[config.mk]
export PLATFORM = sky130hd
export DESIGN_NAME = dma_priority_arbiter
export DESIGN_NICKNAME = d
export VERILOG_FILES = /design/src/rtl/dma_priority_arbiter.sv
export SDC_FILE = /design/constraint.sdc
export NUM_CORES = 1
export LEC_CHECK = 0
export CORE_MARGIN = 3
export CORE_UTILIZATION = 53
export CTS_CLUSTER_DIAMETER = 150
export CTS_CLUSTER_SIZE = 20
export DETAILED_ROUTE_END_ITERATION = 6
export PLACE_DENSITY = 0.79
export REMOVE_ABC_BUFFERS = 1
export SYNTH_ARGS = -nofsm -noshare
export SYNTH_HDL_FRONTEND = slang
export SYNTH_SLANG_ARGS = --single-unit
[constraint.sdc]
create_clock -name CLK -period 2.2 [get_ports CLK]
set_input_delay 0.44 -clock CLK [delete_from_list [all_inputs] [get_ports CLK]]
set_output_delay 0.44 -clock CLK [all_outputs]
set_load 0.1 [all_outputs]
[src/rtl/dma_priority_arbiter.sv]
// DMA request arbiter and HRQ/HLDA hold-handshake controller.
// Qualifies raw channel requests, picks a winner by fixed or rotating
// priority, runs the bus-hold handshake with a timeout and drives DACK.
module dma_priority_arbiter #(
  parameter int NUM_CH       = 4,
  parameter int CH_W         = $clog2(NUM_CH),
  parameter int HOLD_TIMEOUT = 64
) (
  input  logic              CLK,
  input  logic              RESET,
  input  logic [NUM_CH-1:0] DREQ,
  input  logic [NUM_CH-1:0] mask,
  input  logic              dreq_sense,
  input  logic              dack_sense,
  input  logic              rotate_pri,
  input  logic              HLDA,
  input  logic              svc_done,
  output logic              hrq,
  output logic [NUM_CH-1:0] DACK,
  output logic              VALID_DACK,
  output logic [CH_W-1:0]   grant_ch,
  output logic              timeout
);

  localparam int unsigned    NCH     = NUM_CH;
  localparam int             CNT_W   = $clog2(HOLD_TIMEOUT);
  localparam logic [CNT_W-1:0] CNT_MAX = CNT_W'(HOLD_TIMEOUT - 1);
  localparam logic [CH_W-1:0]  LAST_CH = CH_W'(NUM_CH - 1);

  typedef enum logic [1:0] {
    IDLE,
    HOLD_REQ,
    ACTIVE,
    RELEASE
  } state_t;

  state_t           state, state_n;
  logic             hrq_n, valid_n, timeout_n;
  logic [CH_W-1:0]  grant_n;
  logic [CNT_W-1:0] cnt, cnt_n;
  logic [CH_W-1:0]  ptr, ptr_n;

  logic [NUM_CH-1:0] vreq;
  logic [CH_W-1:0]   base, winner;
  logic              any_req;
  int unsigned       idx;

  // Request is live when it matches the sense polarity and is not masked.
  assign vreq = ~(DREQ ^ {NUM_CH{dreq_sense}}) & ~mask;

  // Priority search: scan from the pointer (or ch0 in fixed mode) with wrap.
  always_comb begin
    winner  = '0;
    any_req = 1'b0;
    idx     = 0;
    base    = rotate_pri ? ptr : '0;
    for (int unsigned k = 0; k < NCH; k++) begin
      idx = 32'(base) + k;
      if (idx >= NCH) idx = idx - NCH;
      if (!any_req && vreq[idx[CH_W-1:0]]) begin
        any_req = 1'b1;
        winner  = idx[CH_W-1:0];
      end
    end
  end

  // Next-state and next registered-output logic for the handshake FSM.
  always_comb begin
    state_n   = state;
    hrq_n     = hrq;
    valid_n   = VALID_DACK;
    grant_n   = grant_ch;
    timeout_n = 1'b0;
    cnt_n     = cnt;
    ptr_n     = ptr;
    case (state)
      IDLE: begin
        if (any_req) begin
          state_n = HOLD_REQ;
          grant_n = winner;
          cnt_n   = '0;
          hrq_n   = 1'b1;
        end
      end
      HOLD_REQ: begin
        // A withdrawn request wins over everything; HLDA wins over timeout.
        if (!vreq[grant_ch]) begin
          state_n = IDLE;
          hrq_n   = 1'b0;
        end else if (HLDA) begin
          state_n = ACTIVE;
          valid_n = 1'b1;
        end else if (cnt == CNT_MAX) begin
          state_n   = IDLE;
          hrq_n     = 1'b0;
          timeout_n = 1'b1;
        end else begin
          cnt_n = cnt + 1'b1;
        end
      end
      ACTIVE: begin
        if (!HLDA) begin
          state_n = IDLE;
          hrq_n   = 1'b0;
          valid_n = 1'b0;
        end else if (svc_done) begin
          state_n = RELEASE;
          hrq_n   = 1'b0;
          valid_n = 1'b0;
          if (rotate_pri) ptr_n = (grant_ch == LAST_CH) ? '0 : grant_ch + 1'b1;
        end
      end
      RELEASE: begin
        if (!HLDA) state_n = IDLE;
      end
      default: state_n = IDLE;
    endcase
  end

  // State and registered-output storage.
  always_ff @(posedge CLK or negedge RESET) begin
    if (!RESET) begin
      state      <= IDLE;
      hrq        <= 1'b0;
      VALID_DACK <= 1'b0;
      grant_ch   <= '0;
      timeout    <= 1'b0;
      cnt        <= '0;
      ptr        <= '0;
    end else begin
      state      <= state_n;
      hrq        <= hrq_n;
      VALID_DACK <= valid_n;
      grant_ch   <= grant_n;
      timeout    <= timeout_n;
      cnt        <= cnt_n;
      ptr        <= ptr_n;
    end
  end

  // DACK decode: only the granted channel is active, and only in ACTIVE.
  always_comb begin
    DACK = '0;
    for (int unsigned i = 0; i < NCH; i++) begin
      DACK[i] = ~(((state == ACTIVE) && (grant_ch == CH_W'(i))) ^ dack_sense);
    end
  end

endmodule

After elaboration in Yosys (flattened, before gate mapping)
Index checks and enable logic that the tools add are counted.
{"block": "word_totals", "romBits": 0, "output_inout_bits": 9, "mem_bits_rw": 0, "regBits": 15, "wordCells": 126, "latch_bits": 0, "memories": 0}
{"block": "classes", "muxes": 51, "n_div": 0, "shift": 0, "n_addsub": 9, "order_cmp": 9, "n_eq_ne": 17, "reduce_logical": 21, "n_bitwise": 12, "n_mul": 0}
{"cell": "$mux 2", "n": 17}
{"cell": "$mux 6", "n": 4}
{"cell": "$mux 1", "n": 21}
{"cell": "$lt 2x3->1 const B", "n": 5}
{"cell": "$ne 2x2->1 const B", "n": 6}
{"cell": "$pmux 6 s2", "n": 1}
{"cell": "$reduce_and 4->1", "n": 3}
{"cell": "$bmux 1 s2", "n": 5}
{"cell": "$reduce_and 5->1", "n": 2}
{"cell": "$ge 3x3->1 const B", "n": 3}
{"cell": "$ne 3x3->1 const B", "n": 3}
{"cell": "$eq 2x2->1 const B", "n": 4}
{"cell": "$not 4->4", "n": 2}
{"cell": "$pmux 2 s4", "n": 1}
{"cell": "$sub 2x1->2 const B", "n": 4}
{"cell": "$logic_and 1x1->1", "n": 7}
{"cell": "$add 2x2->3 const B", "n": 2}
{"cell": "$add 6x1->6 const B", "n": 1}
{"cell": "$eq 6x6->1 const B", "n": 1}
{"cell": "$and 4x4->4", "n": 1}
{"cell": "$eq 2x1->1 const B", "n": 2}
{"cell": "$logic_not 2->1", "n": 2}
{"cell": "$ne 4x4->1 const B", "n": 1}
{"cell": "$not 1->1", "n": 4}
{"cell": "other kinds (11)", "n": 17}

Longest topological paths before layout
Gate-level depths: netlist of the first run.
{"block": "logic_depth", "depth_word": 17, "depth_mapped": 7, "depth_no_buf": 7}

Worst setup path after synthesis of the first run
Ideal clock, no wire load.
{"block": "synth_path", "kind": "reg2out", "start": "reg grant_ch[0]", "end": "out DACK[2]", "path_slack_ns": -1.178, "required_ns": 1.760, "arrival_ns": 2.938, "stages_incl_launch_ff": 5, "path_cell_list": "dfrtp_1 > inv_2 > ha_1 > nand2_1 > xor2_1"}
{"block": "synth_via", "elab_chain_len": 4}
{"item": "start, declared", "line_no": "21", "rtl": "output logic [CH_W-1:0] grant_ch,"}
{"item": "start signal, assigned", "line_no": "134", "rtl": "grant_ch <= grant_n;"}
{"item": "$eq 2x2->1", "line_no": "145", "rtl": "DACK[i] = ~(((state == ACTIVE) && (grant_ch == CH_W'(i))) ^ dack_sense);"}
{"item": "$logic_and 1x1->1", "line_no": "145"}
{"item": "$xor 1x1->1", "line_no": "145"}
{"item": "$not 1->1", "line_no": "145"}
{"item": "end, declared", "line_no": "19", "rtl": "output logic [NUM_CH-1:0] DACK,"}
No other way between the ends.

Worst setup path in the final report of the first run
{"block": "layout_path", "start": "reg grant_ch[0]", "end": "reg cnt[3]"}
{"block": "layout_via", "elab_chain_len": 4}
{"item": "$bmux 1 s2", "line_no": "87", "rtl": "if (!vreq[grant_ch]) begin"}
{"item": "$mux 1 (implied by the code)", "line_no": "87"}
{"item": "$ne 2x2->1 (no line)"}
{"item": "$reduce_and 5->1 (no line)"}
{"item": "end signal, assigned", "line_no": "136", "rtl": "cnt <= cnt_n;"}
{"item": "end, declared", "line_no": "40", "rtl": "logic [CNT_W-1:0] cnt, cnt_n;"}
No other way between the ends. The select of a mux whose other input is x is not followed.
A chain may end at the register's enable or synchronous reset.

==> impl_metrics.csv, run 1 <==
group,metric,value,unit
critical_path,crit_top_cell,"o21a_1",
timing,fin_tns_setup,0,ns
critical_path,cp_data_required_time,2.45,ns
yosys,synthXorXnorAreaFrac,0.05321,
layout,fin_nets,261,
critical_path,end_kind,"flip-flop",
layout,regArea,377.9,um^2
clock_network,cts_tree,"done",
critical_path,startpoint_type,"flip-flop",
timing,period_share,0.9740,
yosys,ys_warn_count,0,
floorplanning,core_area,2567,um^2
critical_path,cp_max_fo,7,
layout,multiInputGateArea,1132,um^2
yosys,synth_area,1481,um^2
global_route,antenna_found_initial,0,
global_route,grt_pass1_vias,1610,
detailed_routing,drc_errors,0,
timing,worst_pin_slew,0.7081,ns
place,io_buffers,23,
floorplanning,num_rows,18,
min_path,hold_path.class,"flip-flop to flip-flop",
yosys,yosys_most_used_dff,"dfrtp_1",
power,ir_worst_vdd,1.048,mV
global_route,use_met2,0.4227,
layout,final_cell_mix,"buf_4, nand2_1, dfrtp_1",
clock_network,cts_sinks,15,
yosys,synth.avg_cell_area,8.370,um^2
timing,hold_viol_final,0,
place,place_congestion,0.8634,
yosys,synthMuxAreaShare,0.09122,
global_route,busiest_layer,"met2",
floorplanning,die_h,58.87,um
clock_network,htree_levels,1,
detailed_routing,wl,4806,um
clock_network,clk_path_buf_depth,2,
yosys,async_flop_share,1.000,
power,leakage,1.009,nW
global_route,overflow,0,
place,place_ws,-0.4464,ns
layout,drive_gt1_frac,0.3305,
critical_path,criticalPathCategory,"flip-flop to flip-flop",
timing,setup_viol_count_final,0,
timing,whs,0.5274,ns
global_route,grt_usage,0.2745,
clock_network,clk_pin_slew,0.10,ns
yosys,synth_cells,177,
floorplanning,die-area,3466,um^2
power,p_per_area,917.4,nW/um^2
timing,setup_ws,0.05725,ns
layout,fill_cells,136,
yosys,yosysSeqAreaShare,0.2534,
yosys,synth_top_family_by_area,"compound AO/OA/AOI/OAI gates",
yosys,synth_seq_cells,15,
yosys,synth_edf_count,0,
clock_network,cts_buffers,3,
yosys,ys_types,49,
detailed_routing,drt_iter0_drc,135,
floorplanning,die_w,58.87,um
timing,clock_skew,0.001634,ns
place,place_hpwl,3464,um
critical_path,cp_slowest_cell,"mux4_2",
global_route,met3_usage,0.05921,
detailed_routing,first_pass_iters,4,
detailed_routing,viasPerCell,6.165,
run,drv_cap,0,
layout,area_delta_synth_final,47.30,%
timing,fmax,466.7,MHz
power,finalPower,2.002,mW
global_route,gr-usage-met1,0.3871,
global_route,grt_pass1_wl,7286,um
yosys,synthSimpleGateAreaFrac,0.2111,
detailed_routing,antenna_left,0,
clock_network,clock_latency,0.30,ns
layout,num_antenna_cells,0,
clock_network,cts_hold_buffers,0,
timing,slew_viol_final,0,
floorplanning,ioPinCount,24,
yosys,synth_compound_area_frac,0.2551,
layout,layout_commonest_cell,"buf_4",
critical_path,arrival,2.39,ns
critical_path,path_cells,"inv_2, mux2_4, mux4_2, a31oi_4, o21a_1, o21a_1",
status,run_status,"finished, final reports clean",
detailed_routing,num_vias,1640,
timing,min_period,2.143,ns
floorplanning,start_util,0.5770,
clock_network,cts-root-buf,"clkbuf_4",
critical_path,cpPeakStageDelay,0.58,ns
timing,timing.slew.headroom,0.5265,
detailed_routing,wl_per_cell,18.07,um
global_route,grt_max_degree,16,
yosys,synthAdderAreaFrac,0.07601,
==> cell usage after synthesis (2+ instances only) <==
library cell	n	share of area
o21a_1	2	0.010
a2111oi_0	2	0.012
a211oi_1	3	0.015
a21oi_1	6	0.020
nand4_1	6	0.025
a31oi_1	2	0.0084
xnor2_1	2	0.012
o211ai_1	3	0.015
o31ai_1	4	0.020
nor2_1	12	0.030
nor2b_1	3	0.013
nand3_1	7	0.024
dfrtp_1	15	0.25
clkbuf_1	4	0.010
and2_1	2	0.0084
nand2_1	18	0.046
mux2i_1	6	0.041
nand2b_1	3	0.013
o21ai_0	9	0.030
inv_1	12	0.030
or3_1	4	0.017
xor2_1	7	0.041
o2bb2ai_1	2	0.012
o22ai_1	3	0.013
ha_1	9	0.076
nor3_1	6	0.020
mux2_2	2	0.015
mux2_4	2	0.020
==> worst max-delay path, delay by kind of cell, from the launching register on <==
family                 cells  cell delay, ns
multiplexers               2            0.87
AO/OA/AOI/OAI              3            0.65
flip-flops                 1            0.47
buffers and inverters      1            0.09
==> where the power goes <==
part	leakage [nW]	total, mW	switching (mW)	internal [mW]
sequential	0.194	0.453	0.0975	0.355
combinational	0.797	1.38	0.849	0.529
clock	0.0177	0.171	0.103	0.0678
total	1.01	2.00	1.05	0.952
==> cell families after synthesis <==
kind of cell               after synthesis
xor gates and xnor gates                 9
and+or+nand+nor                         64
buffers and inverters                   19
muxes                                   11
DFF                                     15
AOI/OAI and AO/OA                       50
adders and majority gates                9
==> per-layer routing <==
| layer | routed length [um] | vias to the layer above |
|---|---|---|
| met4 | 90 | 0 |
| met5 | 0 | - |
| met1 | 2102 | 770 |
| met3 | 381 | 12 |
| met2 | 2231 | 82 |
| li1 | - | 776 |
==> final cells by class <==
class | count | share of cell area
Multi-Input combinational cell | 143 | 0.5189
Timing Repair Buffer | 61 | 0.2557
Sequential cell | 15 | 0.1732
Inverter | 13 | 0.02236
Tap cell | 30 | 0.01720
Clock buffer | 3 | 0.01032
Clock inverter | 1 | 0.002294
==> flip-flops by register name, indices dropped and copies added, names as in the netlist <==
signal	flops
VALID_DACK	1
cnt	6
grant_ch	2
hrq	1
ptr	2
state	2
timeout	1
==> worst paths after layout <==
kind,startpoint,endpoint,slack (ns),cells after the start
worst max-delay path,grant_ch[0],cnt[3],0.06,6
worst min register to register,cnt[2],cnt[2],0.53,1
min in group asynchronous,RESET,VALID_DACK,0.56,1
max in group asynchronous,RESET,grant_ch[0],1.15,1
worst max register to register,grant_ch[0],cnt[3],0.06,6
worst min-delay path,cnt[2],cnt[2],0.53,1
==> per-stage QoR <==
step                std cells  utilization  cell area, um^2
detailed placement        261       0.7846             2014
CTS                       266       0.8177             2100
finish                    266       0.8499             2182
global route              266       0.8499             2182
global placement          261       0.7846             2014
floorplan                 171            -             1441
==> timing repair <==
item,in CTS,in global routing
pin swaps,3,4
resized for setup,14,20
setup buffers,1,0
endpoints found under the setup margin,7,14
Note: power is estimated with default switching activity, not from simulation.
==> run 2, diff against run 1 <==
--- a/config.mk
+++ b/config.mk
@@ -10,6 +10,7 @@
 export CTS_CLUSTER_DIAMETER = 150
 export CTS_CLUSTER_SIZE = 20
 export DETAILED_ROUTE_END_ITERATION = 6
+export GPL_ROUTABILITY_DRIVEN = 0
 export PLACE_DENSITY = 0.79
 export REMOVE_ABC_BUFFERS = 1
 export SYNTH_ARGS = -nofsm -noshare
==> run 2 against run 1 <==
Flip-flop and latch count unchanged. Combinational power about the same. Maximum frequency is 0.90% lower. Register-to-register slack lost 0.02 ns. First-iteration DRC count decreased by 43%. Die area unchanged. Setup slack lost 0.019 ns. Largest cell class unchanged. Highest routed layer unchanged.
==> impl_metrics.csv, run 2 (same netlist as run 1, synthesis figures left out) <==
group,metric,value,unit
status,run_status,"finished, final reports clean",
critical_path,end_kind,"flip-flop",
critical_path,arrival,2.38,ns
place,place_ws,-0.4475,ns
power,internal_power,0.9622,mW
power,combinationalPowerShare,0.688,
clock_network,clk_path_buf_depth,2,
timing,worst_pin_slew,0.7159,ns
global_route,overflow,0,
layout,final_cell_mix,"buf_4, nand2_1, dfrtp_1",
timing,fmax,462.5,MHz
layout,final_util,0.8567,
detailed_routing,num_vias,1680,
layout,layout_commonest_cell,"buf_4",
critical_path,criticalPathCategory,"flip-flop to flip-flop",
place,io_buffers,23,
critical_path,path_cells,"or3_1, o31ai_1, mux4_2, nand4_1, or3_1, o211ai_1",
min_path,hold_path.class,"flip-flop to flip-flop",
detailed_routing,drc_errors,0,
clock_network,htree_levels,1,
power,leakage,1.034,nW
place,place_hpwl,3382,um
detailed_routing,wl,4759,um
clock_network,cts-root-buf,"clkbuf_4",
clock_network,clk_pin_slew,0.10,ns
power,switching_share,0.5198,
clock_network,cts_tree,"done",
global_route,grt_pass1_vias,1566,
layout,area_delta_synth_final,48.48,%
timing,setup_ws,0.03776,ns
floorplanning,die-area,3466,um^2
layout,largest_register_ffs,6,
clock_network,cts_sinks,15,
critical_path,cp_max_fo,8,
power,pwr-share-clk,0.082,
timing,period_share,0.9828,
timing,clock_skew,0.005209,ns
critical_path,startpoint_type,"flip-flop",
clock_network,clock_latency,0.30,ns
global_route,grt_max_degree,16,
power,seqPwrFrac,0.230,
detailed_routing,wl_per_cell,17.56,um
critical_path,crit_top_cell,"or3_1",
layout,drive_gt1_frac,0.3458,
power,p_sw,1.041,mW
critical_path,critPathTopFamily,"simple AND/OR/NAND/NOR gates",
detailed_routing,first_pass_iters,5,
floorplanning,die_w,58.87,um
timing,timing.slew.headroom,0.5212,
global_route,antenna_found_initial,1,
critical_path,cp_num_buf_inv,0,
critical_path,cp_slowest_cell,"dfrtp_2",
critical_path,cpPeakStageDelay,0.48,ns
floorplanning,start_util,0.5770,
detailed_routing,antenna_left,0,
timing,slew_viol_final,0,
layout,top_register,"cnt",
timing,min_period,2.162,ns
run,drv_cap,0,
power,ir_worst_vdd,1.103,mV
global_route,grt_usage,0.2690,
global_route,grt_pass1_wl,7162,um
floorplanning,num_rows,18,
detailed_routing,drt_iter0_drc,77,
layout,fin_nets,265,
floorplanning,ioPinCount,24,
detailed_routing,viasPerCell,6.199,
floorplanning,core_area,2567,um^2
critical_path,cp_data_required_time,2.42,ns
clock_network,cts_buffers,3,
timing,hold_viol_final,0,
timing,setup_viol_count_final,0,
power,p_per_area,910.9,nW/um^2
floorplanning,die_h,58.87,um
run 2: changes by cell type in the layout (fill, tap and decap cells not counted), sizes merged:
cell,previous run,this run
buf,47,51
dlygate4sd2,4,1
dlymetal6s2s,5,8
diode,0,1
run 2: worst register-to-register path: stages, from the launching register on:
cell and delay, ns:
dfrtp_2 0.48, or3_1 0.40, o31ai_1 0.09, mux4_2 0.43, nand4_1 0.19, or3_1 0.40
o211ai_1 0.10
run 2: power by group through the flow:
stage                     registers [mW]  logic, mW  clock network (mW)
after global routing               0.474       1.48               0.177
after global placement             0.454       1.22                   0
final                              0.461       1.38               0.165
after floorplan                    0.653      0.618                   0
after detailed placement           0.461       1.26                   0
after CTS                          0.460       1.28               0.170
run 2: metrics by stage:
stage	hold WS (ns)	instance area [um^2]	power, mW	TNS (ns)	std cells
2_1_floorplan	0.1444	1441	1.272	-8.192	171
3_3_place_gp	0.5073	2014	1.676	-2.858	261
3_5_place_dp	0.5275	2014	1.719	-3.369	261
4_1_cts	0.5414	2078	1.909	-0.08056	267
5_1_grt	0.5737	2200	2.131	-0.1330	271
6_report	0.5451	2200	2.004	0	271
run 2: area by class of cell:
cell class,count,area (um^2)
clock buffers,3,22.52
multi-input cells,143,1106
diodes,1,2.502
clock inverters,1,5.005
inverters,13,48.80
flip-flops and latches,15,377.9
repair buffers,65,599.3
well taps,30,37.54
fillers,139,367.9
run 2: layer usage:
| metal | vias to the layer above | share of wire | GRT usage |
|---|---|---|---|
| li1 | 793 | - | - |
| met1 | 802 | 0.42 | 0.3625 |
| met2 | 77 | 0.48 | 0.4369 |
| met3 | 8 | 0.076 | 0.05921 |
| met4 | 0 | 0.015 | 0.06796 |
| met5 | - | 0 | 0 |
run 2: path summary, 6_finish.rpt:
| kind | start | end | slack (ns) | depth (start not counted) |
|---|---|---|---|---|
| hold reg to reg | cnt[0] | cnt[0] | 0.55 | 1 |
| min in group asynchronous | RESET | cnt[0] | 0.56 | 1 |
| setup reg to reg | grant_ch[0] | cnt[4] | 0.04 | 6 |
| setup / recovery | grant_ch[0] | cnt[4] | 0.04 | 6 |
| hold / removal | cnt[0] | cnt[0] | 0.55 | 1 |
| max in group asynchronous | RESET | ptr[1] | 1.14 | 1 |
run 2: repair_timing:
| item | CTS | global route |
|---|---|---|
| gates resized for setup | 5 | 27 |
| endpoints found under the hold margin | 0 | 0 |
| pin swaps | 1 | 5 |
| setup buffers | 2 | 3 |
| hold buffers | 0 | 0 |
| setup endpoints to repair | 7 | 15 |
